File: src/rtl/dec_rr_arbiter8.sv
// Round-robin arbiter for one 8-way decoded resource: registered index/enable,
// decoded one-hot grant, bounded grant length and a mandatory idle gap per grant.
module dec_rr_arbiter8 #(
    parameter int HOLD_MAX = 15,
    parameter int CNT_W    = 4
) (
    input  logic       Clock,
    input  logic       Resetn,
    input  logic [7:0] R,
    output logic [2:0] W,
    output logic       En,
    output logic [7:0] G,
    output logic       Expired
);

    typedef enum logic {IDLE, GRANT} state_t;

    localparam logic [CNT_W-1:0] HOLD_C = CNT_W'(HOLD_MAX);

    state_t           state_q, state_d;
    logic [2:0]       w_q, w_d;
    logic [2:0]       last_q, last_d;
    logic [CNT_W-1:0] cnt_q, cnt_d;
    logic [7:0]       g_q, g_d;
    logic             expired_q, expired_d;

    // scan_idx[k] is the k-th candidate after the last served index; the
    // final entry wraps back onto last_q so a lone requester is re-served.
    logic [2:0] scan_idx [8];
    logic [7:0] scan_req;
    logic [2:0] pick;
    logic       found;

    for (genvar gi = 0; gi < 8; gi++) begin : g_scan
        assign scan_idx[gi] = last_q + 3'(gi + 1);
        assign scan_req[gi] = R[scan_idx[gi]];
    end

    always_comb begin
        pick  = last_q;
        found = |scan_req;
        for (int k = 7; k >= 0; k--) begin
            if (scan_req[k]) pick = scan_idx[k];
        end
    end

    always_comb begin
        state_d   = state_q;
        w_d       = w_q;
        last_d    = last_q;
        cnt_d     = cnt_q;
        g_d       = g_q;
        expired_d = 1'b0;
        case (state_q)
            IDLE: begin
                cnt_d = '0;
                g_d   = '0;
                if (found) begin
                    state_d = GRANT;
                    w_d     = pick;
                    last_d  = pick;
                    cnt_d   = CNT_W'(1);
                    g_d     = 8'(1) << pick;
                end
            end
            GRANT: begin
                // Release wins over timeout, so Expired stays low on a release.
                if (!R[w_q]) begin
                    state_d = IDLE;
                    cnt_d   = '0;
                    g_d     = '0;
                end else if (cnt_q < HOLD_C) begin
                    cnt_d = cnt_q + CNT_W'(1);
                end else begin
                    state_d   = IDLE;
                    cnt_d     = '0;
                    g_d       = '0;
                    expired_d = 1'b1;
                end
            end
            default: begin
                state_d = IDLE;
                cnt_d   = '0;
                g_d     = '0;
            end
        endcase
    end

    always_ff @(posedge Clock or negedge Resetn) begin
        if (!Resetn) begin
            state_q   <= IDLE;
            w_q       <= 3'd0;
            last_q    <= 3'd7;
            cnt_q     <= '0;
            g_q       <= 8'd0;
            expired_q <= 1'b0;
        end else begin
            state_q   <= state_d;
            w_q       <= w_d;
            last_q    <= last_d;
            cnt_q     <= cnt_d;
            g_q       <= g_d;
            expired_q <= expired_d;
        end
    end

    assign W       = w_q;
    assign En      = (state_q == GRANT);
    assign G       = g_q;
    assign Expired = expired_q;

endmodule

File: config.mk
export PLATFORM = sky130hd
export DESIGN_NAME = dec_rr_arbiter8
export DESIGN_NICKNAME = d
export VERILOG_FILES = /design/src/rtl/dec_rr_arbiter8.sv
export SDC_FILE = /design/constraint.sdc
export NUM_CORES = 1
export LEC_CHECK = 0
export BUFFER_PORTS_ARGS = -buffer_cell sky130_fd_sc_hd__buf_2
export CORE_UTILIZATION = 26
export CTS_BUF_LIST = sky130_fd_sc_hd__clkbuf_4 sky130_fd_sc_hd__clkbuf_8
export CTS_CLUSTER_DIAMETER = 100
export DETAILED_ROUTE_END_ITERATION = 16
export HOLD_SLACK_MARGIN = 0.1
export PLACE_DENSITY = 0.44
export SYNTH_ARGS = -nofsm -noshare
export SYNTH_HDL_FRONTEND = slang
export SYNTH_SLANG_ARGS = --single-unit
File: constraint.sdc
create_clock -name Clock -period 7 [get_ports Clock]
set_input_delay 1.4 -clock Clock [delete_from_list [all_inputs] [get_ports Clock]]
set_output_delay 1.4 -clock Clock [all_outputs]
set_load 0.005 [all_outputs]
==> metrics.md, run 1 <==
| Metric | Value |
|---|---|
| Period utilization | `56.8%` |
| Clock transition at path regs | `70 ps` |
| Wire per inst | `17.6 µm` |
| Post-synth EDFFs | `0` |
| Reg-to-reg startpoint | `last_q[0]` |
| Vias per cell | `5.55` |
| R2R Setup Slk | `3020 ps` |
| Clk buf depth | `2` |
| Final setup viols | `0` |
| Post-layout nets | `226` |
| Crit-path slowest cell | `dfstp_2` |
| Most common cell in the synthesized netlist | `mux4_2` |
| Gpl congestion | `0.856` |
| Placeable Area | `8220 µm²` |
| Setup_tns | `0 ps` |
| Top-area cell type share of the netlist area | `21.4%` |
| Num CTS Buffers | `3` |
| Setup crit start kind | `flip-flop` |
| Worst Hold Class | `reg -> reg` |
| Skew-Pair Late Insertion Delay | `260 ps` |
| Hold Slack | `487 ps` |
| Cell repeated most along the worst path | `inv_2` |
| Hold_buf cts | `0` |
| Cells after synthesis | `209` |
| Setup CP Type | `reg -> reg` |
| F_max | `0.251 GHz` |
| DRC viols | `0` |
| Max incr delay on CP | `1060 ps` |
| Chip width | `94.2 µm` |
| Async set-reset flop share out of synthesis | `100%` |
| Initial Utilization | `26.9%` |
| Initial antenna violation count | `0` |
| First-pass iteration count of the detailed router | `4` |
| Syn avg cell area | `10.6 µm²` |
| H-Tree Depth | `1` |
| GRT Total Usage | `13.3%` |
| Die Y | `94.2 µm` |
| Most instantiated cells after synthesis | `mux4_2, nand2_1, dfrtp_1, mux2i_1` |
| Worst path cell trace | `inv_2, ha_1, mux4_1, nor4_1, a41o_1, nand3b_1, inv_2, a32o_1` |
| Syn Nets | `222` |
| Vias in the first global route | `1,671` |
| Crit Path Max Fanout | `33` |
| Fin. Hold Viols | `0` |
| Fraction of final layout cells sized beyond drive strength 1 | `34.4%` |
| Crit end category | `flip-flop` |
| Routed wire length | `5570 µm` |
| Port bufs | `22` |
| Cts repair resizes | `0` |
| Clk sinks | `20` |
| Crit. Startpoint | `last_q[0]` |
| Pin count of the biggest net entering global routing | `34` |
| CP Data Required Time | `7150 ps` |
| Post-CTS setup buffer count | `0` |
| R2r endpoint | `G[6]` |
| Sequential-to-total area share from yosys stat | `22.8%` |
| Antenna Cells | `0` |
| RSZ-0062 raised after global routing | `false` |
| Total power | `0.00137 W` |
| Cells on Worst Hold Path | `2` |
| Mapped Area | `2210 µm²` |
| TritonCTS clock tree | `yes` |
| DRT iter0 DRCs | `94` |
| Post-synthesis cell type count | `60` |
| Synth warn | `0` |
| First-pass GRT wire length | `9210 µm` |
| Root Driver | `clkbuf_8` |
| Power Dens Cells | `577 nW/µm²` |
| Dominant cell type by area after synthesis | `mux4_2` |
| Measured slew at the worst slew-check pin | `789 ps` |
| Outcome | `finished clean` |
| Leakage power total | `0.970 nW` |
| Die area | `8870 µm²` |
| I/O pin count | `23` |
| WHS Endpoint | `G[2]` |
| DP Wirelength | `3970 µm` |
| Top post-synthesis cells by area | `mux4_2, dfrtp_1, mux2_2, mux2i_1, dfstp_2` |
| Worst Hold Launch | `G[2]` |
| Worst slew margin | `47.4%` |
| Layout Skew | `5.69 ps` |
| Top_reg_cell synth | `dfrtp_1` |
| Pins over their slew limit | `0` |
| Gr ovfl total | `0` |
| Vias | `1,760` |
| Crit path DAT | `4130 ps` |
| Final ANT Viol Nets | `0` |
| Max_cap viols | `0` |
| Seq cells post-synth | `20` |
| Worst vdd ir | `192 µV` |
| Shortest period the worst path allows | `3980 ps` |
| Area growth, synth to finish | `7.47%` |
| R2R cell count | `8` |
| Placement row count | `33` |
==> routing by layer <==
| layer | vias up | global-route usage (%) | wire length (µm) |
|---|---|---|---|
| met5 | - | 0 | 0 |
| met4 | 0 | 2.69 | 51 |
| met3 | 9 | 1.94 | 163 |
| met2 | 35 | 22.8 | 2820 |
| met1 | 890 | 17.7 | 2540 |
| li1 | 826 | - | - |
==> area by class of cell <==
cell class	instances	area, µm²
Inverter	9	33.8
Fill cell	837	5840
Sequential cell	20	504
Tap cell	105	131
Timing Repair Buffer	22	110
Clock buffer	4	55.1
Multi-Input combinational cell	157	1540
==> registers in the layout (all words and copies together) (netlist names) <==
register  flops
En            1
cnt_q         4
last_q        3
W             3
G             8
Expired       1
==> per-stage QoR <==
step / area, µm² / util [%] / instances / setup WS, ps
finish: 2370 / 28.9 / 317 / 3020
global route: 2370 / 28.9 / 317 / 2690
CTS: 2370 / 28.9 / 317 / 2990
detailed placement: 2320 / 28.2 / 313 / 3000
global placement: 2320 / 28.2 / 313 / 3100
floorplan: 2210 / - / 209 / 3630
==> layout by cell type, fill, tap and decap left out, drive strengths merged, types with 2 or more instances in the layout <==
master / instances
dfstp: 3
o21ai: 10
nand2: 19
nand2b: 3
and3: 3
mux4: 22
xor2: 3
xnor2: 4
nand3: 4
o311ai: 3
a211oi: 3
o2111ai: 2
buf: 22
nor2: 10
nand3b: 2
o311a: 2
a221o: 2
ha: 3
a21o: 2
inv: 9
mux2i: 12
a32o: 4
a21oi: 5
dfrtp: 17
nand4: 2
mux2: 13
a211o: 2
a22o: 3
clkbuf: 4
==> worst max-delay path: cells and delay by family, from the launching register on <==
| kind | cells | cell delay (ps) |
|---|---|---|
| buf+inv | 2 | 280 |
| flops | 1 | 1060 |
| mux | 1 | 510 |
| fa+ha+maj | 1 | 730 |
| compound gates | 2 | 720 |
| simple gates | 2 | 550 |
==> logic make-up after synthesis <==
| group | synth area share (%) |
|---|---|
| compound gates | 18.0 |
| mux | 35.0 |
| xor+xnor | 2.77 |
| simple gates | 12.2 |
| flops | 22.8 |
| buf+inv | 7.48 |
| fa+ha+maj | 1.70 |
==> worst max-delay path by stage <==
stage	depth (start not counted)	end
detailed placement	8	G[6]
floorplan	6	G[5]
finish	8	G[6]
global placement	8	G[6]
CTS	8	G[6]
global route	9	G[7]
==> report_power, final <==
part           total [W]  internal (W)  switching, W
Combinational    0.00101      0.000496      0.000512
Clock          0.0000872     0.0000501     0.0000371
Sequential      0.000276      0.000164      0.000112
(Power assumes the default switching activity.)
==> inputs of run 2 (changes only) <==
--- a/config.mk
+++ b/config.mk
@@ -5,13 +5,14 @@
 export SDC_FILE = /design/constraint.sdc
 export NUM_CORES = 1
 export LEC_CHECK = 0
+export ABC_AREA = 1
 export BUFFER_PORTS_ARGS = -buffer_cell sky130_fd_sc_hd__buf_2
 export CORE_UTILIZATION = 26
 export CTS_BUF_LIST = sky130_fd_sc_hd__clkbuf_4 sky130_fd_sc_hd__clkbuf_8
 export CTS_CLUSTER_DIAMETER = 100
 export DETAILED_ROUTE_END_ITERATION = 16
 export HOLD_SLACK_MARGIN = 0.1
-export PLACE_DENSITY = 0.44
+export PLACE_DENSITY = 0.46
 export SYNTH_ARGS = -nofsm -noshare
 export SYNTH_HDL_FRONTEND = slang
 export SYNTH_SLANG_ARGS = --single-unit
==> constraint.sdc (replaced) <==
create_clock -name Clock -period 3.3 [get_ports Clock]
set_input_delay 0.66 -clock Clock [delete_from_list [all_inputs] [get_ports Clock]]
set_output_delay 0.66 -clock Clock [all_outputs]
set_load 0.005 [all_outputs]
==> metrics.md, run 2 <==
| Metric | Value |
|---|---|
| CP Data Required Time | `3490 ps (-3660 ps)` |
| Synth warn | `0 (unchanged)` |
| Hold_buf cts | `0 (unchanged)` |
| First-pass GRT wire length | `6970 µm (-24%)` |
| Layout Skew | `3.65 ps (-2.04 ps)` |
| Fraction of final layout cells sized beyond drive strength 1 | `31.6% (-2.8 points)` |
| Root Driver | `clkbuf_8` |
| Top-area cell type share of the netlist area | `28.0% (+6.6 points)` |
| Pre-CTS setup slack | `459 ps (-2540 ps)` |
| Dominant cell type by area after synthesis | `dfrtp_1` |
| Cells after synthesis | `211 (+0.96%)` |
| Post-synthesis cell type count | `26 (-57%)` |
| Crit path DAT | `3090 ps (-1040 ps)` |
| Shortest period the worst path allows | `2910 ps (-1070 ps)` |
| Clk sinks | `20 (unchanged)` |
| Die area | `6160 µm² (-31%)` |
| Max_cap viols | `0 (unchanged)` |
| Most frequent cells in the layout | `nand2_1, nand3_1, buf_2, dfrtp_1, nand2_2` |
| Final setup viols | `0 (unchanged)` |
| GRT Total Usage | `14.2% (+0.89 points)` |
| TritonCTS clock tree | `yes` |
| Antenna Cells | `0 (unchanged)` |
| Cts repair resizes | `0 (unchanged)` |
| Period utilization | `88.1% (+31 points)` |
| Setup crit start kind | `flip-flop` |
| Syn Nets | `224 (+0.90%)` |
| Port bufs | `22 (unchanged)` |
| Vias per cell | `4.70 (-15%)` |
| Gpl congestion | `0.838 (-2.1%)` |
| Chip width | `78.5 µm (-17%)` |
| Area growth, synth to finish | `15.4%` |
| Vias | `1,438 (-18%)` |
| Async set-reset flop share out of synthesis | `100% (unchanged)` |
| RSZ-0062 raised after global routing | `false` |
| Initial antenna violation count | `0 (unchanged)` |
| Worst slew margin | `63.2% (+16 points)` |
| Measured slew at the worst slew-check pin | `552 ps (-238 ps)` |
| Routed wire length | `4000 µm (-28%)` |
| Max incr delay on CP | `680 ps (-380 ps)` |
| Most common cell in the synthesized netlist | `nand2_1` |
| Wire per inst | `13.1 µm (-26%)` |
| Num CTS Buffers | `3 (unchanged)` |
| Placeable Area | `5570 µm² (-32%)` |
| Fin worst setup slack | `394 ps (-2630 ps)` |
| Sequential-to-total area share from yosys stat | `33.1% (+10 points)` |
| Crit Path Max Fanout | `11 (-67%)` |
| Syn avg cell area | `7.21 µm² (-32%)` |
| Final ANT Viol Nets | `0 (unchanged)` |
| Leading cell type in the layout, fill and taps excluded | `nand2_1` |
| Gr ovfl total | `0 (unchanged)` |
| Worst path cell trace | `inv_4, ha_1, inv_2, nand3_1, nand3_1, nand2_2, nor2_2, nand3_1, nor3_2, nor2_2, nand3_2, o21ai_1` |
| Crit end category | `flip-flop` |
| Skew-Pair Late Insertion Delay | `260 ps (about the same)` |
| Setup_tns | `0 ps (unchanged)` |
| Top_reg_cell synth | `dfrtp_1` |
| Sequential Area | `504 µm² (unchanged)` |
| Crit-path slowest cell | `dfstp_2` |
| Top post-synthesis cells by area | `dfrtp_1, nand2_1, nand3_1, nand3_2, nand2_2` |
| Setup CP Type | `reg -> reg` |
| Cell repeated most along the worst path | `nand3_1` |
| Pins over their slew limit | `0 (unchanged)` |
| Fin. Hold Viols | `0 (unchanged)` |
| Initial Utilization | `27.3% (+0.40 points)` |
| Clock transition at path regs | `80 ps (about the same)` |
| Most instantiated cells after synthesis | `nand2_1, nand3_1, dfrtp_1, nand2_2, o21ai_1` |
| DP Wirelength | `3170 µm (-20%)` |
| Pin count of the biggest net entering global routing | `21 (-38%)` |
| Clk buf depth | `2 (unchanged)` |
| Fillers | `628 (-25%)` |
| Post-layout nets | `248 (+9.7%)` |
| Placement row count | `27 (-18%)` |
| Post-synth EDFFs | `0 (unchanged)` |
| Vias in the first global route | `1,418 (-15%)` |
| Die Y | `78.5 µm (-17%)` |
| Largest register FFs | `8 (unchanged)` |
| I/O pin count | `23 (unchanged)` |
| H-Tree Depth | `1 (unchanged)` |
| Worst Hold Class | `in -> async` |
| Seq cells post-synth | `20 (unchanged)` |
| Outcome | `finished clean` |
| F_max | `0.344 GHz (+37%)` |
| Mapped Area | `1520 µm² (-31%)` |
| DRC viols | `0 (unchanged)` |
| Post-CTS setup buffer count | `0 (unchanged)` |
| First-pass iteration count of the detailed router | `5 (+1)` |
| Area occupied by multi-input gates | `891 µm² (-42%)` |
| DRT iter0 DRCs | `72 (-23%)` |
==> run 2: cell types whose count changed in the layout (fill, tap and decap cells not counted), sizes merged, moves of 3 or more <==
cell / delta
nand3: +40
xnor2: -4
inv: +12
o21ai: +9
mux4: -22
mux2: -13
and3: -3
nand2b: -3
o311ai: -3
a22o: -3
a32o: -4
mux2i: -12
nand2: +56
a211oi: -3
==> run 2: path summary, 6_finish.rpt <==
path | end | slack, ps | cells after the start | startpoint
hold reg to reg | cnt_q[0] | 490 | 1 | cnt_q[0]
setup / recovery | G[7] | 390 | 12 | last_q[0]
min in group Clock | cnt_q[0] | 490 | 1 | cnt_q[0]
setup reg to reg | G[7] | 390 | 12 | last_q[0]
max in group asynchronous | last_q[0] | 2610 | 1 | Resetn
hold / removal | cnt_q[0] | 340 | 1 | Resetn
==> run 2: cell families (layout without fill, tap and decap cells) <==
family	Yosys count	count (layout)	synth area share [%]
xor+xnor	1	1	0.576
flops	20	20	33.1
fa+ha+maj	3	3	2.47
simple gates	133	133	45.6
buf+inv	26	49	8.31
compound gates	28	28	9.95
==> run 2: per-stage QoR <==
stage | area (µm²) | cells | utilization (%) | hold slack (ps)
detailed placement | 1680 | 302 | 30.2 | 473
global route | 1760 | 306 | 31.5 | 374
global placement | 1680 | 302 | 30.2 | 471
CTS | 1760 | 306 | 31.5 | 348
finish | 1760 | 306 | 31.5 | 342
floorplan | 1520 | 211 | - | 364
==> run 2: per-layer routing <==
| metal | share of wire (%) | GRT usage (%) |
|---|---|---|
| met2 | 46 | 23.6 |
| met4 | 1.2 | 3.89 |
| met5 | 0 | 0 |
| met3 | 2.9 | 0.698 |
| met1 | 50 | 19.9 |
==> run 2: final cells by class <==
type	instances	share of cell area (%)
Sequential cell	20	28.7
Clock inverter	1	1.71
Inverter	23	5.06
Timing Repair Buffer	22	6.27
Multi-Input combinational cell	165	50.7
Tap cell	72	5.13
Clock buffer	3	2.35
==> run 2: critical path, delay by kind of cell, from the launching register on <==
kind / cells / cell delay (ps)
compound gates: 1 / 190
flops: 1 / 680
buf+inv: 2 / 260
fa+ha+maj: 1 / 470
simple gates: 8 / 1240
Power of run 2 is left out: the tool's default activity adds up to more than one toggle a clock period on the data nets, which glitch-free logic cannot reach.
